**config.mk**
```make
export PLATFORM = sky130hd
export DESIGN_NAME = fir_channel_sched
export DESIGN_NICKNAME = d
export VERILOG_FILES = /design/src/rtl/fir_pkg.sv /design/src/rtl/rr_arbiter.sv /design/src/rtl/fir_channel_sched.sv
export SDC_FILE = /design/constraint.sdc
export NUM_CORES = 1
export LEC_CHECK = 0
export CAP_MARGIN = 20
export CORE_MARGIN = 1
export CORE_UTILIZATION = 25
export DETAILED_ROUTE_END_ITERATION = 7
export REMOVE_ABC_BUFFERS = 1
export SLEW_MARGIN = 20
export SYNTH_ARGS = -nofsm -noshare
export SYNTH_HDL_FRONTEND = slang
export SYNTH_SLANG_ARGS = --single-unit
```
**constraint.sdc**
```tcl
create_clock -name clk -period 5.9 [get_ports clk]
set_clock_uncertainty 0.1 [all_clocks]
set_input_delay 1.77 -clock clk [delete_from_list [all_inputs] [get_ports clk]]
set_output_delay 1.77 -clock clk [all_outputs]
set_load 0.005 [all_outputs]
```
**src/rtl/fir_pkg.sv**
```systemverilog
// rtl/fir_pkg.sv - shared state type and default constants for the FIR channel scheduler
package fir_pkg;

  localparam int FIR_TAPS    = 64;
  localparam int FIR_NCH     = 4;
  localparam int FIR_DW      = 16;
  localparam int FIR_OW      = 38;
  // Generous bound: twice the tap count covers the engine fill plus drain.
  localparam int FIR_TIMEOUT = 2 * FIR_TAPS;

  typedef enum logic [1:0] {
    ST_IDLE    = 2'd0,
    ST_ISSUE   = 2'd1,
    ST_WAIT    = 2'd2,
    ST_DELIVER = 2'd3
  } sched_state_e;

endpackage

```
**src/rtl/rr_arbiter.sv**
```systemverilog
// rtl/rr_arbiter.sv - combinational round-robin picker, searches upward from last_grant+1
module rr_arbiter
  import fir_pkg::*;
#(
  parameter int NCH = FIR_NCH
) (
  input  logic [NCH-1:0]          req,
  input  logic [$clog2(NCH)-1:0]  last_grant,
  output logic [NCH-1:0]          grant,
  output logic [$clog2(NCH)-1:0]  grant_idx,
  output logic                    any
);

  localparam int IW = $clog2(NCH);

  logic [IW-1:0] cand;
  logic          found;

  always_comb begin
    grant     = '0;
    grant_idx = '0;
    cand      = '0;
    found     = 1'b0;
    for (int k = 1; k <= NCH; k++) begin
      cand = IW'((int'(last_grant) + k) % NCH);
      if (!found && req[cand]) begin
        grant[cand] = 1'b1;
        grant_idx   = cand;
        found       = 1'b1;
      end
    end
  end

  assign any = |req;

endmodule

```
**src/rtl/fir_channel_sched.sv**
```systemverilog
// rtl/fir_channel_sched.sv - round-robin scheduler sharing one FIR MAC engine among NCH channels
// Optional result timeout enabled by defining FIR_SCHED_TIMEOUT_EN.
module fir_channel_sched
  import fir_pkg::*;
#(
  parameter int NCH     = FIR_NCH,
  parameter int DW      = FIR_DW,
  parameter int OW      = FIR_OW,
  parameter int TIMEOUT = FIR_TIMEOUT
) (
  input  logic                    clk,
  input  logic                    rst,
  input  logic [NCH-1:0]          ch_valid,
  input  logic [NCH*DW-1:0]       ch_data,
  output logic [NCH-1:0]          ch_ready,
  output logic                    fir_inputValid,
  output logic [DW-1:0]           fir_data,
  input  logic                    fir_outputValid,
  input  logic [OW-1:0]           fir_result,
  output logic                    res_valid,
  output logic [OW-1:0]           res_data,
  output logic [$clog2(NCH)-1:0]  res_ch,
  output logic                    res_err,
  input  logic                    res_ready
);

  localparam int IW = $clog2(NCH);

  sched_state_e  state_q;
  logic [IW-1:0] last_grant_q;
  logic [IW-1:0] res_ch_q;
  logic [DW-1:0] fir_data_q;
  logic [DW-1:0] fir_data_d;
  logic [OW-1:0] res_data_q;
  logic          fir_iv_q;
  logic          res_valid_q;
  logic          res_err_q;
  logic          timed_out;

  logic [NCH-1:0] grant;
  logic [IW-1:0]  grant_idx;
  logic           any_req;

  rr_arbiter #(.NCH(NCH)) u_arb (
    .req        (ch_valid),
    .last_grant (last_grant_q),
    .grant      (grant),
    .grant_idx  (grant_idx),
    .any        (any_req)
  );

  always_comb begin
    fir_data_d = '0;
    for (int k = 0; k < NCH; k++) begin
      if (grant[k]) fir_data_d = ch_data[k*DW +: DW];
    end
  end

`ifdef FIR_SCHED_TIMEOUT_EN
  localparam int CW = $clog2(TIMEOUT + 1);
  logic [CW-1:0] wait_cnt_q;

  assign timed_out = (state_q == ST_WAIT) && (wait_cnt_q == CW'(TIMEOUT - 1));

  always_ff @(posedge clk) begin
    if (rst) begin
      wait_cnt_q <= '0;
    end else if (state_q == ST_ISSUE) begin
      wait_cnt_q <= '0;
    end else if (state_q == ST_WAIT && !timed_out) begin
      wait_cnt_q <= wait_cnt_q + CW'(1);
    end
  end
`else
  logic [31:0] unused_timeout;
  assign unused_timeout = TIMEOUT;
  assign timed_out      = 1'b0;
`endif

  always_ff @(posedge clk) begin
    if (rst) begin
      state_q      <= ST_IDLE;
      last_grant_q <= IW'(NCH - 1);
      res_ch_q     <= '0;
      fir_data_q   <= '0;
      res_data_q   <= '0;
      fir_iv_q     <= 1'b0;
      res_valid_q  <= 1'b0;
      res_err_q    <= 1'b0;
    end else begin
      case (state_q)
        ST_IDLE: begin
          if (any_req) begin
            fir_data_q <= fir_data_d;
            res_ch_q   <= grant_idx;
            fir_iv_q   <= 1'b1;
            state_q    <= ST_ISSUE;
          end
        end
        ST_ISSUE: begin
          fir_iv_q <= 1'b0;
          state_q  <= ST_WAIT;
        end
        ST_WAIT: begin
          // A real result beats a timeout landing in the same cycle.
          if (fir_outputValid) begin
            res_data_q  <= fir_result;
            res_err_q   <= 1'b0;
            res_valid_q <= 1'b1;
            state_q     <= ST_DELIVER;
          end else if (timed_out) begin
            res_data_q  <= '0;
            res_err_q   <= 1'b1;
            res_valid_q <= 1'b1;
            state_q     <= ST_DELIVER;
          end
        end
        ST_DELIVER: begin
          if (res_ready) begin
            res_valid_q  <= 1'b0;
            last_grant_q <= res_ch_q;
            state_q      <= ST_IDLE;
          end
        end
        default: state_q <= ST_IDLE;
      endcase
    end
  end

  // Accept strobe is decoded live so the source sees it in the grant cycle.
  assign ch_ready       = (state_q == ST_IDLE) ? grant : '0;
  assign fir_inputValid = fir_iv_q;
  assign fir_data       = fir_data_q;
  assign res_valid      = res_valid_q;
  assign res_data       = res_data_q;
  assign res_ch         = res_ch_q;
  assign res_err        = res_err_q;

endmodule

```
After elaboration in Yosys (flattened, before gate mapping)
Cells that the tools add are included.
{"block": "op_classes", "addsub": 4, "mul": 0, "div": 0, "order_cmp": 8, "n_eq_ne": 6, "shift": 0, "mux": 41, "bitwise_logic": 3, "n_reduce_logical": 20}
{"operator": "$mux 16", "count": 4}
{"operator": "$mux 4", "count": 5}
{"operator": "$mux 1", "count": 14}
{"operator": "$mux 2", "count": 7}
{"operator": "$lt 2x3->1 const B", "count": 4}
{"operator": "$or 4x4->4", "count": 3}
{"operator": "$bmux 1 s2", "count": 4}
{"operator": "$demux 1 s2", "count": 4}
{"operator": "$ge 2x1->1 const B", "count": 4}
{"operator": "$pmux 2 s4", "count": 1}
{"operator": "$reduce_and 2->1", "count": 4}
{"operator": "$logic_and 1x1->1", "count": 7}
{"operator": "$ne 2x2->1 const B", "count": 3}
{"operator": "$reduce_and 3->1", "count": 2}
{"operator": "$add 2x1->2 const B", "count": 2}
{"operator": "$add 2x2->2 const B", "count": 2}
{"operator": "$eq 2x2->1 const B", "count": 2}
{"operator": "$pmux 1 s2", "count": 2}
{"operator": "$reduce_bool 2->1", "count": 2}
{"operator": "$reduce_or 4->1", "count": 1}
{"operator": "$logic_not 1->1", "count": 3}
{"operator": "$eq 2x1->1 const B", "count": 1}
{"operator": "$logic_not 2->1", "count": 1}
{"block": "word_totals", "reg_bits": 62, "latchBits": 0, "ram_bits": 0, "romBits": 0, "in_bits": 110, "output_inout_bits": 63, "wordCells": 89, "n_memories": 0}

Logic depth before layout (Yosys ltp)
{"block": "logic_depth", "word_depth": 17, "mapped_depth": 13, "depth_no_buf": 8}

By module
Synthesis repeated with hierarchy kept, for this count alone.
{"block": "unflattened", "hier_cells": 395, "area_unflattened_um2": 3288.2}
{"mod": "fir_channel_sched", "instances": 1, "cells_per_inst": 325, "area_each_um2": 2747.6, "seq_area_each_um2": 1241.2}
{"mod": "rr_arbiter", "instances": 1, "cells_per_inst": 70, "area_each_um2": 540.5, "seq_area_each_um2": 0.0}

Worst setup path before layout
Ideal clock, no wire load.
{"block": "synth_timing", "path_type": "in2out", "startpoint": "in ch_valid[1]", "endpoint": "out ch_ready[2]", "t_arrival_ns": 3.451, "required_time_ns": 4.030, "setup_slack_ns": 0.579, "cell_stages": 8, "path_buffers": 3, "cell_sequence": "buf_2 or3b_1 a2111o_1 nand2_2 a221o_1 buf_2 buf_4 and2_1"}
{"block": "synth_via", "elab_chain_len": 13, "word_cells_on_any_way": 25, "classes_between": "mux: 16; bitwise: 3; reduce/logical: 6"}
{"item": "from (decl)", "line_no": "fir_channel_sched.sv:13", "source": "input logic [NCH-1:0] ch_valid,"}
{"item": "$bmux 1 s2", "line_no": "rr_arbiter.sv:26", "source": "if (!found && req[cand]) begin"}
{"item": "$mux 1 (not written as such)", "line_no": "rr_arbiter.sv:26"}
{"item": "$mux 1", "line_no": "rr_arbiter.sv:26"}
{"item": "$logic_not 1->1", "line_no": "rr_arbiter.sv:26"}
{"item": "$logic_and 1x1->1", "line_no": "rr_arbiter.sv:26"}
{"item": "$mux 1", "line_no": "rr_arbiter.sv:26"}
{"item": "$logic_not 1->1", "line_no": "rr_arbiter.sv:26"}
{"item": "$logic_and 1x1->1", "line_no": "rr_arbiter.sv:26"}
{"item": "$mux 1", "line_no": "rr_arbiter.sv:26"}
{"item": "$logic_not 1->1", "line_no": "rr_arbiter.sv:26"}
{"item": "$logic_and 1x1->1", "line_no": "rr_arbiter.sv:26"}
{"item": "$mux 4 *", "line_no": "rr_arbiter.sv:26"}
{"item": "$mux 4 *", "line_no": "fir_channel_sched.sv:131", "source": "assign ch_ready = (state_q == ST_IDLE) ? grant : '0;"}
{"item": "to (decl)", "line_no": "fir_channel_sched.sv:15", "source": "output logic [NCH-1:0] ch_ready,"}
Every way passes the cells marked *; elsewhere a longest branch is shown, timed or not. The select of a mux whose other input is x is not followed.

Worst setup path after layout
{"block": "layout_timing", "startpoint": "in ch_valid[3]", "endpoint": "out ch_ready[2]"}
The elaborated chain is that of the path after synthesis.

==> impl_metrics.sql <==
INSERT INTO impl_metrics (metric_group, metric, value, unit) VALUES
('cts', 'cts_htree_levels', '3', ''),
('pwr', 'pwr_density_cell', '330', 'nW/um^2'),
('setup_path', 'timing.critical_path.required', '4.03', 'ns'),
('global_route', 'first_global_vias', '3597', ''),
('logic_synthesis', 'synthDistinctLibCells', '52', ''),
('setup_path', 'worst_path_largest_cell_delay', '0.49', 'ns'),
('floorplanning', 'i_o_pin_count', '173', ''),
('sta', 'rsz0062_at_grt', 'false', ''),
('logic_synthesis', 'syn_area', '3410', 'um^2'),
('setup_path', 'crit_chain', 'dlygate4sd2_1 -> or3b_1 -> a2111o_1 -> nand2_2 -> a221o_1 -> and2_1 -> clkdlybuf4s50_1', ''),
('place', 'dpl.hpwl', '8350', 'um'),
('route', 'routed-via-count', '3706', ''),
('place', 'last_weighted_congestion_value_of_the_routability_driven_placer', '0.889', ''),
('sta', 'setup_viol', '0', ''),
('cts', 'clockRootBuffer', 'clkbuf_16', ''),
('cts', 'cts_tree', 'yes', ''),
('setup_path', 'critical-path-top-delay-family', 'buffers and inverters', ''),
('logic_synthesis', 'synth-warning-count', '0', ''),
('cts', 'cts_num_sinks', '62', ''),
('setup_path', 'worstSetupEndpoint', 'ch_ready[2]', ''),
('floorplanning', 'horizontal_extent_of_the_die', '119', 'um'),
('setup_path', 'critPathCaptureType', 'output pin', ''),
('route', 'antenna_left', '0', ''),
('place', 'io_buffers', '171', ''),
('setup_path', 'crit_path_max_fanout', '9', ''),
('route', 'total_drc_errors_in_the_routed_layout', '0', ''),
('pwr', 'internal_dissipation', '1.21', 'mW'),
('sta', 'max_slew_violation_count', '0', ''),
('floorplanning', 'rows', '42', ''),
('setup_path', 'worst-r2r-cell-count', '9', ''),
('cts', 'ctsLongestPathBuffers', '2', ''),
('cts', 'cts-hold-fix-buffers', '0', ''),
('global_route', 'groute.usage.overall', '16.5', '%'),
('setup_path', 'cp_num_buf_inv', '2', ''),
('sta', 'post-route-period-util', '97.4', '%'),
('floorplanning', 'die_y', '119', 'um'),
('cells_and_area', 'diodes', '0', ''),
('pwr', 'power.switching', '0.639', 'mW'),
('pwr', 'vdd.ir_drop.worst', '0.199', 'mV'),
('global_route', 'gr-total-overflow', '0', ''),
('floorplanning', 'initial_utilization', '25.7', '%'),
('sta', 'finalHoldViolations', '0', ''),
('global_route', 'first_pass_grt_wire_length', '18400', 'um'),
('pwr', 'seqPwrFrac', '31.3', '%'),
('sta', 'final.min_clock_period', '5.75', 'ns'),
('worst_hold_path', 'min-delay-path-class', 'reg2reg', ''),
('logic_synthesis', 'ys_dominant_reg_cell', 'dfxtp_1', ''),
('logic_synthesis', 'syn-instance-count', '406', ''),
('cells_and_area', 'share_of_post_route_cells_with_drive_strength_above_1', '10.4', '%'),
('floorplanning', 'placeableCoreArea', '13300', 'um^2'),
('setup_path', 'worst-r2r-setup-slack', '2.22', 'ns'),
('logic_synthesis', 'yosysSeqAreaShare', '36.4', '%'),
('setup_path', 'crit_arrival', '3.88', 'ns'),
('cells_and_area', 'fillers', '1315', ''),
('cts', 'number_of_buffers_created_by_cts', '9', ''),
('global_route', 'number_of_antenna_violations_at_the_first_check_in_global_routing', '0', ''),
('setup_path', 'critPathLaunchType', 'input port', ''),
('sta', 'slew_headroom', '35.4', '%'),
('setup_path', 'crit_type', 'in2out', ''),
('global_route', 'grt_start_max_net_pins', '63', ''),
('outcome', 'status', 'finished, final reports clean', ''),
('route', 'detail_route.wirelength', '12000', 'um'),
('pwr', 'combPwrFrac', '43.6', '%'),
('floorplanning', 'design.die.area', '14100', 'um^2'),
('setup_path', 'worst_setup_path_startpoint', 'ch_valid[3]', ''),
('pwr', 'clkPwrFrac', '25.1', '%'),
('setup_path', 'reg2reg_to', 'fir_data[5]$_SDFFE_PP0P_', ''),
('cells_and_area', 'design.final.nets', '697', ''),
('sta', 'layout_setup_ws', '0.154', 'ns'),
('sta', 'timing.fmax', '0.174', 'GHz'),
('logic_synthesis', 'synth_enable_flop_cells', '0', '');
==> tightest hold or removal path: cells and delay by family (launching register included) <==
kind            cells  cell delay (ns)
simple gates        1             0.05
flops               1             0.30
compound gates      1             0.05
==> metrics by stage <==
stage	TNS [ns]	cells	utilization (%)	hold slack (ns)	instance area (um^2)
final	0	755	42.2	0.351	5610
after global routing	0	755	42.2	0.363	5610
after CTS	-0.000418	754	42.0	0.352	5580
after detailed placement	-0.124	735	39.9	0.345	5310
after global placement	-0.00545	735	39.9	0.341	5310
after floorplan	0	369	-	0.347	3230
==> synthesized netlist by cell type, types with 2 or more instances <==
library cell	count	area, um^2
mux2i_1	3	30.0
nand2b_1	5	31.3
buf_6	2	22.5
nor2_1	12	45.0
o22ai_1	17	106
a2bb2oi_1	16	140
nor2b_1	3	18.8
nand3_1	2	10.0
a211o_1	3	26.3
clkbuf_1	17	63.8
nand2_1	105	394
o221ai_2	10	150
a21boi_0	2	15.0
buf_1	2	7.51
mux2_2	2	22.5
a221oi_1	17	149
dfxtp_1	62	1240
inv_1	7	26.3
nand3b_1	5	37.5
o221ai_1	6	52.6
mux4_2	2	45.0
and3_1	2	12.5
and2_1	3	18.8
a21oi_1	47	235
buf_4	5	37.5
ha_1	13	163
buf_2	11	55.1
==> layer usage <==
layer  global-route usage, %  part of all wire (%)  wire length, um  up-vias
li1                        -                     -                -     1820
met1                    19.4                    42             5070     1743
met2                    28.9                    50             6050      130
met3                    3.74                   6.1              737       13
met4                    6.65                   1.3              156        0
met5                       0                     0                0        -
==> worst min path at each step <==
stage / startpoint / end / slack [ns] / depth (start not counted)
5_1_grt: res_data[33]$_SDFFE_PP0P_ / res_data[33]$_SDFFE_PP0P_ / 0.36 / 2
2_1_floorplan: res_data[0]$_SDFFE_PP0P_ / res_data[0]$_SDFFE_PP0P_ / 0.35 / 2
4_1_cts: res_data[6]$_SDFFE_PP0P_ / res_data[6]$_SDFFE_PP0P_ / 0.35 / 2
6_report: res_data[6]$_SDFFE_PP0P_ / res_data[6]$_SDFFE_PP0P_ / 0.35 / 2
3_3_place_gp: res_data[16]$_SDFFE_PP0P_ / res_data[16]$_SDFFE_PP0P_ / 0.34 / 2
3_5_place_dp: res_data[6]$_SDFFE_PP0P_ / res_data[6]$_SDFFE_PP0P_ / 0.35 / 2
==> power groups by stage <==
stage                     Clock [mW]  Sequential (mW)  Combinational (mW)
after CTS                      0.484            0.579               0.815
after floorplan                    0            0.584               0.399
after global routing           0.504            0.591               0.889
after detailed placement           0            0.586               0.807
final                          0.466            0.580               0.808
after global placement             0            0.582               0.796
==> logic make-up (layout without fill, tap and decap cells) <==
group,Yosys count,count (layout),synth area share [%]
muxes,8,9,3.63
AOI/OAI and AO/OA,133,133,30.2
other,1,1,0.110
and+or+nand+nor,145,145,18.7
buffers and inverters,44,216,6.23
DFF,62,62,36.4
adders and majority gates,13,13,4.76
==> registers in the layout, indices dropped and copies added (netlist names) <==
name and flops:
res_ch 2, last_grant_q 2, state_q 2, res_valid 1, fir_inputValid 1, fir_data 16, res_data 38
==> cell type report <==
class	count	area, um^2	share of cell area, %
Multi-Input combinational cell	301	1990	35.5
Timing Repair Buffer	193	1870	33.3
Sequential cell	62	1240	22.1
Clock buffer	12	236	4.22
Tap cell	176	220	3.93
Inverter	7	26.3	0.468
Clock inverter	4	23.8	0.424
==> cell usage in the layout, fill, tap and decap left out, types with 5 or more instances in the layout <==
cell / n
clkdlybuf4s50_1: 166
nand2_1: 105
dfxtp_1: 62
a21oi_1: 47
buf_4: 22
o22ai_1: 17
a221oi_1: 17
a2bb2oi_1: 16
ha_1: 13
nor2_1: 12
o221ai_2: 10
clkbuf_16: 9
inv_1: 7
o221ai_1: 6
nand3b_1: 5
nand2b_1: 5
==> timing repair <==
| item | CTS | global route |
|---|---|---|
| resized for setup | 4 | 1 |
| pin swaps | 1 | 1 |
| gates cloned | 0 | 1 |
| endpoints found under the setup margin | 3 | 4 |
| setup buffers | 3 | 0 |
Power figures use the tool's default switching activity.
